==> src/rtl/pipearch_vector2scalar_pkg.sv <==
// Shared constants, state encoding and helpers for the pipearch vector/scalar blocks.
package pipearch_common;

    localparam int WORDS_PER_LINE = 16;
    localparam int WORD_SEL_W     = $clog2(WORDS_PER_LINE);

    typedef enum logic [1:0] {
        IDLE,
        RUN,
        FLUSH,
        DONE
    } v2s_state_t;

    // Lines needed to cover a word count, rounding a partial line up.
    function automatic logic [31-WORD_SEL_W:0] lines_for_words(input logic [31:0] words);
        return words[31:WORD_SEL_W] + {{(31-WORD_SEL_W){1'b0}}, |words[WORD_SEL_W-1:0]};
    endfunction

endpackage

==> src/rtl/pipearch_vector2scalar_line_skid.sv <==
// Two-entry line buffer: 'cur' is the line being serialized, 'nxt' is the prefetched one.
module pipearch_line_skid
    import pipearch_common::*;
#(
    parameter int LINE_WIDTH = 512
) (
    input  logic                  clk,
    input  logic                  reset_n,
    input  logic                  push,
    input  logic [LINE_WIDTH-1:0] push_data,
    input  logic                  pop,
    output logic                  head_valid,
    output logic [LINE_WIDTH-1:0] head_data,
    output logic                  full
);

    logic                  cur_valid;
    logic                  nxt_valid;
    logic [LINE_WIDTH-1:0] cur;
    logic [LINE_WIDTH-1:0] nxt;

    // A push lands in 'cur' whenever 'cur' is (or is becoming) free with no prefetch waiting.
    always_ff @(posedge clk or negedge reset_n) begin
        if (!reset_n) begin
            cur_valid <= 1'b0;
            nxt_valid <= 1'b0;
            cur       <= '0;
            nxt       <= '0;
        end else if (pop && nxt_valid) begin
            cur       <= nxt;
            nxt_valid <= push;
            if (push) begin
                nxt <= push_data;
            end
        end else if (pop) begin
            cur_valid <= push;
            if (push) begin
                cur <= push_data;
            end
        end else if (push) begin
            if (!cur_valid) begin
                cur       <= push_data;
                cur_valid <= 1'b1;
            end else begin
                nxt       <= push_data;
                nxt_valid <= 1'b1;
            end
        end
    end

    assign head_valid = cur_valid;
    assign head_data  = cur;
    assign full       = nxt_valid;

endmodule

==> src/rtl/pipearch_vector2scalar.sv <==
// Serializes wide cache lines into a stream of scalars for a bounded job,
// then pulses flush so the downstream packer can emit its partial line.
module pipearch_vector2scalar
    import pipearch_common::*;
#(
    parameter int LINE_WIDTH = 512,
    parameter int WORD_WIDTH = 32
) (
    input  logic                  clk,
    input  logic                  reset_n,
    input  logic                  start,
    input  logic [31:0]           total_words,
    input  logic                  in_valid,
    input  logic [LINE_WIDTH-1:0] in_data,
    output logic                  in_ready,
    output logic                  out_valid,
    output logic [WORD_WIDTH-1:0] out_data,
    input  logic                  out_ready,
    output logic                  flush,
    output logic                  done,
    output logic                  busy
);

    localparam int WORDS = LINE_WIDTH / WORD_WIDTH;
    localparam int IDX_W = $clog2(WORDS);

    v2s_state_t            state;
    logic [IDX_W-1:0]      idx;
    logic [31:0]           remaining;
    logic [27:0]           lines_left;

    logic                  cur_valid;
    logic                  nxt_valid;
    logic [LINE_WIDTH-1:0] cur_line;
    logic                  take_line;
    logic                  take_word;
    logic                  last_word;
    logic                  retire;

    assign out_valid = (state == RUN) && cur_valid;
    assign out_data  = cur_line[32'(idx) * WORD_WIDTH +: WORD_WIDTH];
    assign take_word = out_valid && out_ready;
    assign last_word = (remaining == 32'd1);
    assign retire    = take_word && ((idx == IDX_W'(WORDS - 1)) || last_word);

    // Only registered state plus out_ready feed in_ready, so upstream never sees a loop through in_valid.
    assign in_ready  = (state == RUN) && (lines_left != '0) && (!nxt_valid || retire);
    assign take_line = in_valid && in_ready;
    assign busy      = (state != IDLE);

    pipearch_line_skid #(
        .LINE_WIDTH (LINE_WIDTH)
    ) u_skid (
        .clk        (clk),
        .reset_n    (reset_n),
        .push       (take_line),
        .push_data  (in_data),
        .pop        (retire),
        .head_valid (cur_valid),
        .head_data  (cur_line),
        .full       (nxt_valid)
    );

    // Job sequencing; flush and done are registered one-cycle pulses tied to entering FLUSH/DONE.
    always_ff @(posedge clk or negedge reset_n) begin
        if (!reset_n) begin
            state      <= IDLE;
            idx        <= '0;
            remaining  <= '0;
            lines_left <= '0;
            flush      <= 1'b0;
            done       <= 1'b0;
        end else begin
            flush <= 1'b0;
            done  <= 1'b0;
            case (state)
                IDLE: begin
                    if (start) begin
                        remaining  <= total_words;
                        lines_left <= lines_for_words(total_words);
                        idx        <= '0;
                        if (total_words == 32'd0) begin
                            state <= DONE;
                            done  <= 1'b1;
                        end else begin
                            state <= RUN;
                        end
                    end
                end
                RUN: begin
                    if (take_line) begin
                        lines_left <= lines_left - 28'd1;
                    end
                    if (take_word) begin
                        remaining <= remaining - 32'd1;
                        idx       <= retire ? '0 : idx + IDX_W'(1);
                        if (last_word) begin
                            state <= FLUSH;
                            flush <= 1'b1;
                        end
                    end
                end
                FLUSH: begin
                    state <= DONE;
                    done  <= 1'b1;
                end
                DONE: begin
                    state <= IDLE;
                end
                default: begin
                    state <= IDLE;
                end
            endcase
        end
    end

endmodule

==> config.mk <==
export PLATFORM = sky130hd
export DESIGN_NAME = pipearch_vector2scalar
export DESIGN_NICKNAME = d
export VERILOG_FILES = /design/src/rtl/pipearch_vector2scalar_pkg.sv /design/src/rtl/pipearch_vector2scalar_line_skid.sv /design/src/rtl/pipearch_vector2scalar.sv
export SDC_FILE = /design/constraint.sdc
export NUM_CORES = 2
export LEC_CHECK = 0
export ABC_AREA = 1
export CORE_AREA = 2 2 329 331
export CTS_BUF_LIST = sky130_fd_sc_hd__clkbuf_8
export DETAILED_ROUTE_END_ITERATION = 6
export DIE_AREA = 0 0 331 333
export PLACE_DENSITY = 0.79
export SLEW_MARGIN = 25
export SYNTH_ARGS = -nofsm -noshare
export SYNTH_HDL_FRONTEND = slang
export SYNTH_SLANG_ARGS = --single-unit
export TNS_END_PERCENT = 1
==> constraint.sdc <==
create_clock -name clk -period 2.2 [get_ports clk]
set_input_delay 0.22 -clock clk [delete_from_list [all_inputs] [get_ports clk]]
set_output_delay 0.22 -clock clk [all_outputs]
set_load 0.01 [all_outputs]
* Word-level counts from Yosys, hierarchy flattened
Index checks and enable logic that the tools add are counted.
** Storage, ports and cells
- Bits in registers :: 1094
- Input port bits :: 549
- Output and inout port bits :: 37
- Logic and storage cells :: 89
** Cells by class
- Add/sub/neg operators :: 4
- Equal/unequal tests :: 11
- Shift-type cells :: 1
- Multiplexer cells :: 36
- Bitwise operators :: 1
- Reduce and logical (&&, ||, !) cells :: 26
** Operator list (number)
- $mux W512 :: 9
- $shiftx A512 B10 Y32 :: 1
- $mux W32 :: 2
- $pmux W32 S2 :: 1
- $mux W28 :: 2
- $pmux W28 S2 :: 1
- $eq A32 B1 Y1 const B :: 1
- $logic_not A32 Y1 :: 1
- $sub A32 B1 Y32 const B :: 1
- $add A28 B1 Y28 :: 1
- $reduce_bool A28 Y1 :: 1
- $sub A28 B1 Y28 const B :: 1
- $reduce_and A3 Y1 :: 5
- $mux W4 :: 3
- $mux W1 :: 11
- $reduce_bool A2 Y1 :: 5
- $mux W2 :: 4
- $pmux W2 S4 :: 1
- $pmux W4 S2 :: 1
- $logic_and A1 B1 Y1 :: 7
- $ne A2 B2 Y1 const B :: 3
- $add A4 B1 Y4 const B :: 1
- $eq A2 B2 Y1 const B :: 2
- $eq A4 B4 Y1 const B :: 1
- other kinds (10) :: 13

* Depth between registers and ports, before layout
- Depth after elaboration :: 10
- Mapped depth :: 17
- Gate-level depth less buffers :: 15

* Modules after synthesis
From an unflattened synthesis, not the netlist that was laid out.
** Second synthesis, totals
- Cells, all modules :: 7845
- Area total of the unflattened synthesis :: 57098.5 sq um
** Modules (own cells, without submodules)
- pipearch_line_skid :: instances 1, cells an instance 6101, area each 46463.3 sq um, sequential area each 25674.6 sq um
- pipearch_vector2scalar :: instances 1, cells an instance 1744, area each 10635.2 sq um, sequential area each 1701.6 sq um

* Worst setup path before layout
No wires, ideal clock.
- Path type :: flip-flop to flip-flop
- Start :: reg state[1]
- End :: reg u_skid.cur[480], in the netlist u_skid.head_data[480]
- Arrival time :: 2.136 ns
- Data required time :: 2.084 ns
- Slack :: -0.052 ns
- Stages on the path, launching flop included :: 18
- Buffers on the path :: 4
- Clock period less this slack :: 2.252 ns
- Path through :: dfrtp_1 -> inv_1 -> ha_1 -> buf_2 -> nand2_1 -> nor2_2 -> nand3_1 -> nor2_1 -> nand3_2 -> nand2_1 -> buf_4 -> nand2_2 -> nand2_4 -> nand2_4 -> buf_2 -> buf_2 -> nand2_1 -> nand2_1
** On the way
- Longest elaborated chain between the ends :: 9
** RTL lines
- from (decl) :: RTL line pipearch_vector2scalar.sv:27 : v2s_state_t state;
- from (signal assigned) :: RTL line pipearch_vector2scalar.sv:67 : state <= IDLE;
- from (signal assigned) :: RTL line pipearch_vector2scalar.sv:83 : state <= DONE;
- from (signal assigned) :: RTL line pipearch_vector2scalar.sv:86 : state <= RUN;
- $eq A2 B1 Y1 * :: RTL line pipearch_vector2scalar.sv:40, pipearch_vector2scalar.sv:47
- $logic_and A1 B1 Y1 :: RTL line pipearch_vector2scalar.sv:40 : assign out_valid = (state == RUN) && cur_valid;
- $logic_and A1 B1 Y1 :: RTL line pipearch_vector2scalar.sv:42 : assign take_word = out_valid && out_ready;
- $logic_and A1 B1 Y1 :: RTL line pipearch_vector2scalar.sv:44 : assign retire = take_word && ((idx == IDX_W'(WORDS - 1)) || last_word);
- $logic_or A1 B1 Y1 :: RTL line pipearch_vector2scalar.sv:47 : assign in_ready = (state == RUN) && (lines_left != '0) && (!nxt_valid || retire);
- $logic_and A1 B1 Y1 :: RTL line pipearch_vector2scalar.sv:47
- $logic_and A1 B1 Y1 :: RTL line pipearch_vector2scalar.sv:48 : assign take_line = in_valid && in_ready;
- $reduce_bool A2 Y1 (no line)
- $reduce_and A2 Y1 (no line)
- to (signal assigned) :: RTL line pipearch_vector2scalar_line_skid.sv:30 : cur <= nxt;
- to (signal assigned) :: RTL line pipearch_vector2scalar_line_skid.sv:38 : cur <= push_data;
- to (signal assigned) :: RTL line pipearch_vector2scalar_line_skid.sv:42 : cur <= push_data;
- to (decl) :: RTL line pipearch_vector2scalar_line_skid.sv:19 : logic [LINE_WIDTH-1:0] cur;
Mark *: on every way between the ends. The rest lies on a longest branch, timed or not.
A chain may end at the register's enable or synchronous reset.

* Worst setup path in the final report
- Start :: reg idx[0]
- End :: out out_data[23]
** On the way
- Longest elaborated chain between the ends :: 1
** RTL lines
- from (decl) :: RTL line pipearch_vector2scalar.sv:28 : logic [IDX_W-1:0] idx;
- from (signal assigned) :: RTL line pipearch_vector2scalar.sv:96 : idx <= retire ? '0 : idx + IDX_W'(1);
- $shiftx A512 B10 Y32 :: RTL line pipearch_vector2scalar.sv:41 : assign out_data = cur_line[32'(idx) * WORD_WIDTH +: WORD_WIDTH];
- to (decl) :: RTL line pipearch_vector2scalar.sv:17 : output logic [WORD_WIDTH-1:0] out_data,
No other way between the ends.

==> results.md <==
* Status: complete, but fails checks
* Failing checks: DRC, setup timing
* Placeable Area at 107,000 µm²
* Tmin final at 3.21 ns
* Worst Skew at 0.0588 ns
* Drt wl/cell at 23.4 µm
* Final HPWL DP at 163,000 µm
* Fin Setup TNS at -376.96 ns
* Post-synthesis register bit count at 1,094
* Die height at 333 µm
* Total number of vias at 65,759
* Clock Latency Late Sink at 0.90 ns
* Cts bufs inserted at 185
* Most frequent cells in the layout: nand2_1 (3,318), nand3_1 (1,129), dfrtp_1 (1,090)
* Crit path required time at 1.98 ns
* Arrival @ worst endpoint at 2.99 ns
* Worst-path clk slew at 0.07 ns
* Clk root buf: clkbuf_8
* Count of final setup violators at 1,088
* Setup crit start kind: register
* F_max at 312 MHz
* Placer Congestion at 1.02
* Layout cells sized above 1 at 13.2%
* Final WS setup at -1.01 ns
* Finished Cell Area at 80,000 µm²
* CTS H-Tree Depth at 4
* Cell Area, Synth at 57,200 µm²
* Share of the yosys chip area belonging to registers at 47.9%
* Initial antenna violation count at 44
* Post-DP Area at 68,500 µm²
* CTS sink cnt at 1,094
* Most common cell after layout, fill and taps aside: nand2_1
* Post-synth cell types at 38
* Fillers at 7,442
* Row cnt at 120
* Gate Count Post-Synth at 7,936
* Critical path class: register to primary output
* GR Overflow Total at 0
* Period utilization at 146%
* Syn avg cell area at 7.21 µm²
* Worst hold path class: input port to register
* Unrepaired setup endpoints after global routing: yes
* Routed WL at 252,000 µm
* Drt pass-1 iters at 7
* Leak Pwr at 0.0400 µW
* Io pins at 586
* Total power at 101,000 µW
* Worst vdd ir at 0.973 mV
* Initial Utilization at 53.7%
* Initial DRC Count at 9,971
* Area delta synth->final at 39.9%
* PwrDens at 1270 nW/µm²
* Fin. max-slew vios at 0
* Die Area at 110,000 µm²
* Tot GR Track Use at 44.9%
* Max_cap viols at 0
* Vias in the first global route at 63,761
* Post-DR vias/cell at 6.10
* Min-Delay Path Depth at 3
* TritonCTS clock tree: done
* Crit end category: primary output
* CP max FO at 12
* First-pass GRT wire length at 377,000 µm
* Syn nets at 8,495
* Clock Path Buffers at 3
* Routed Antenna Nets at 0
* Hold Vio Cnt, Final at 0
* Slew @ Worst Pin at 0.724 ns
* Warnings from Yosys at 0
* Largest net degree at the start of global routing at 118
* Buffers on Ports at 585
* R2R cell count at 15
* Die X at 331 µm
* DRC viols at 1
* Slew HR at 51.7%
* Nets at 9,752
==> layout make-up <==
| type | count | area, µm² | share of cell area, % |
|---|---|---|---|
| timing repair buffer | 1711 | 18100 | 22.7 |
| tap | 1403 | 1760 | 2.19 |
| inverter | 123 | 477 | 0.596 |
| antenna | 35 | 87.6 | 0.109 |
| timing repair inverter | 1 | 6.26 | 0.00782 |
| sequential | 1094 | 27400 | 34.2 |
| multi-input combinational | 6077 | 28000 | 35.0 |
| clock buffer | 252 | 3470 | 4.33 |
| clock inverter | 92 | 737 | 0.921 |
==> final timing paths <==
kind | from | endpoint | slack (ns)
max | idx[0] | out_data[23] | -1.01
min | in_data[314] | u_skid.nxt[314] | 0.04
max reg2reg | state[1] | u_skid.head_data[5] | -0.53
min reg2reg | u_skid.head_data[88] | u_skid.head_data[88] | 0.47
max in group asynchronous | reset_n | u_skid.nxt[148] | 1.38
min in group asynchronous | reset_n | u_skid.nxt[469] | 0.07
==> synthesized netlist by cell type <==
| master | count | area, µm² |
|---|---|---|
| xnor2_1 | 5 | 43.8 |
| buf_1 | 33 | 124 |
| or2_2 | 2 | 12.5 |
| nor2_2 | 1 | 6.26 |
| a21oi_1 | 36 | 180 |
| nand4_1 | 14 | 87.6 |
| o31ai_1 | 1 | 7.51 |
| o221ai_1 | 104 | 911 |
| nor3_4 | 1 | 16.3 |
| xor2_1 | 28 | 245 |
| clkbuf_1 | 278 | 1040 |
| nor4_1 | 6 | 37.5 |
| nor3_1 | 21 | 105 |
| nand2_1 | 3369 | 12600 |
| o21ai_1 | 296 | 1480 |
| buf_2 | 313 | 1570 |
| dfrtp_1 | 1094 | 27400 |
| nor2_1 | 394 | 1480 |
| o21bai_1 | 5 | 37.5 |
| nand2_4 | 2 | 22.5 |
| a32oi_1 | 1 | 8.76 |
| inv_1 | 119 | 447 |
| nand3_2 | 2 | 20.0 |
| nand3_4 | 1 | 17.5 |
| nand2_2 | 3 | 18.8 |
| nor3b_1 | 1 | 7.51 |
| a22oi_1 | 2 | 15.0 |
| o211ai_1 | 23 | 173 |
| nand3_1 | 1161 | 5810 |
| inv_2 | 4 | 15.0 |
| ha_1 | 10 | 125 |
| o21ai_0 | 550 | 2750 |
| a31oi_1 | 5 | 31.3 |
| clkbuf_2 | 6 | 30.0 |
| buf_4 | 12 | 90.1 |
| nand3b_1 | 2 | 15.0 |
| o22ai_1 | 30 | 188 |
| nor2_4 | 1 | 11.3 |
==> critical path, stage by stage (launching register included) <==
cell and delay, ns:
dfrtp_4 0.47, inv_8 0.06, buf_12 0.13, buf_4 0.17, o21ai_1 0.19, o22ai_2 0.11, buf_6 0.14, o211ai_1 0.48
nand2_2 0.19, buf_6 0.18
==> flip-flops by register name, summed over array words and instances (netlist names), 2 cells and up <==
signal	cells
idx	4
state	2
u_skid.head_data	512
u_skid.nxt	512
remaining	32
lines_left	28
==> logic make-up after synthesis <==
logic type      synth area share (%)
simple gates                    35.5
flops                           47.9
xor+xnor                       0.505
buf+inv                         5.80
fa+ha+maj                      0.219
compound gates                  10.1
==> metrics by stage <==
step,std cells,util [%],worst slack [ns],hold slack [ns]
floorplan,7936,-,-0.0108,-0.0756
global placement,9895,64.3,-0.710,0.137
detailed placement,9895,64.3,-0.693,0.142
CTS,10747,74.2,-0.996,0.000367
global route,10781,75.0,-1.02,0.0101
finish,10788,75.1,-1.01,0.0414
==> metal layers <==
layer | vias to the layer above | part of all wire [%] | global-route usage (%)
li1 | 28526 | - | -
met1 | 30917 | 35 | 55.1
met2 | 4953 | 44 | 66.5
met3 | 1335 | 13 | 15.1
met4 | 28 | 8.4 | 31.1
met5 | - | 0.072 | 0.0887
==> power by group <==
part | internal (µW) | switching [µW] | total (µW)
Combinational | 17300 | 26200 | 43500
Sequential | 29800 | 7270 | 37100
Clock | 11500 | 9280 | 20800
==> repair_timing <==
action | in CTS | in global routing
gates resized for setup | 428 | 193
pin swaps | 69 | 64
hold buffers | 484 | 2
endpoints found under the setup margin | 1091 | 1098
setup buffers | 10 | 3
gates cloned | 16 | 9
endpoints found under the hold margin | 1585 | 2
Power figures use the tool's default switching activity.
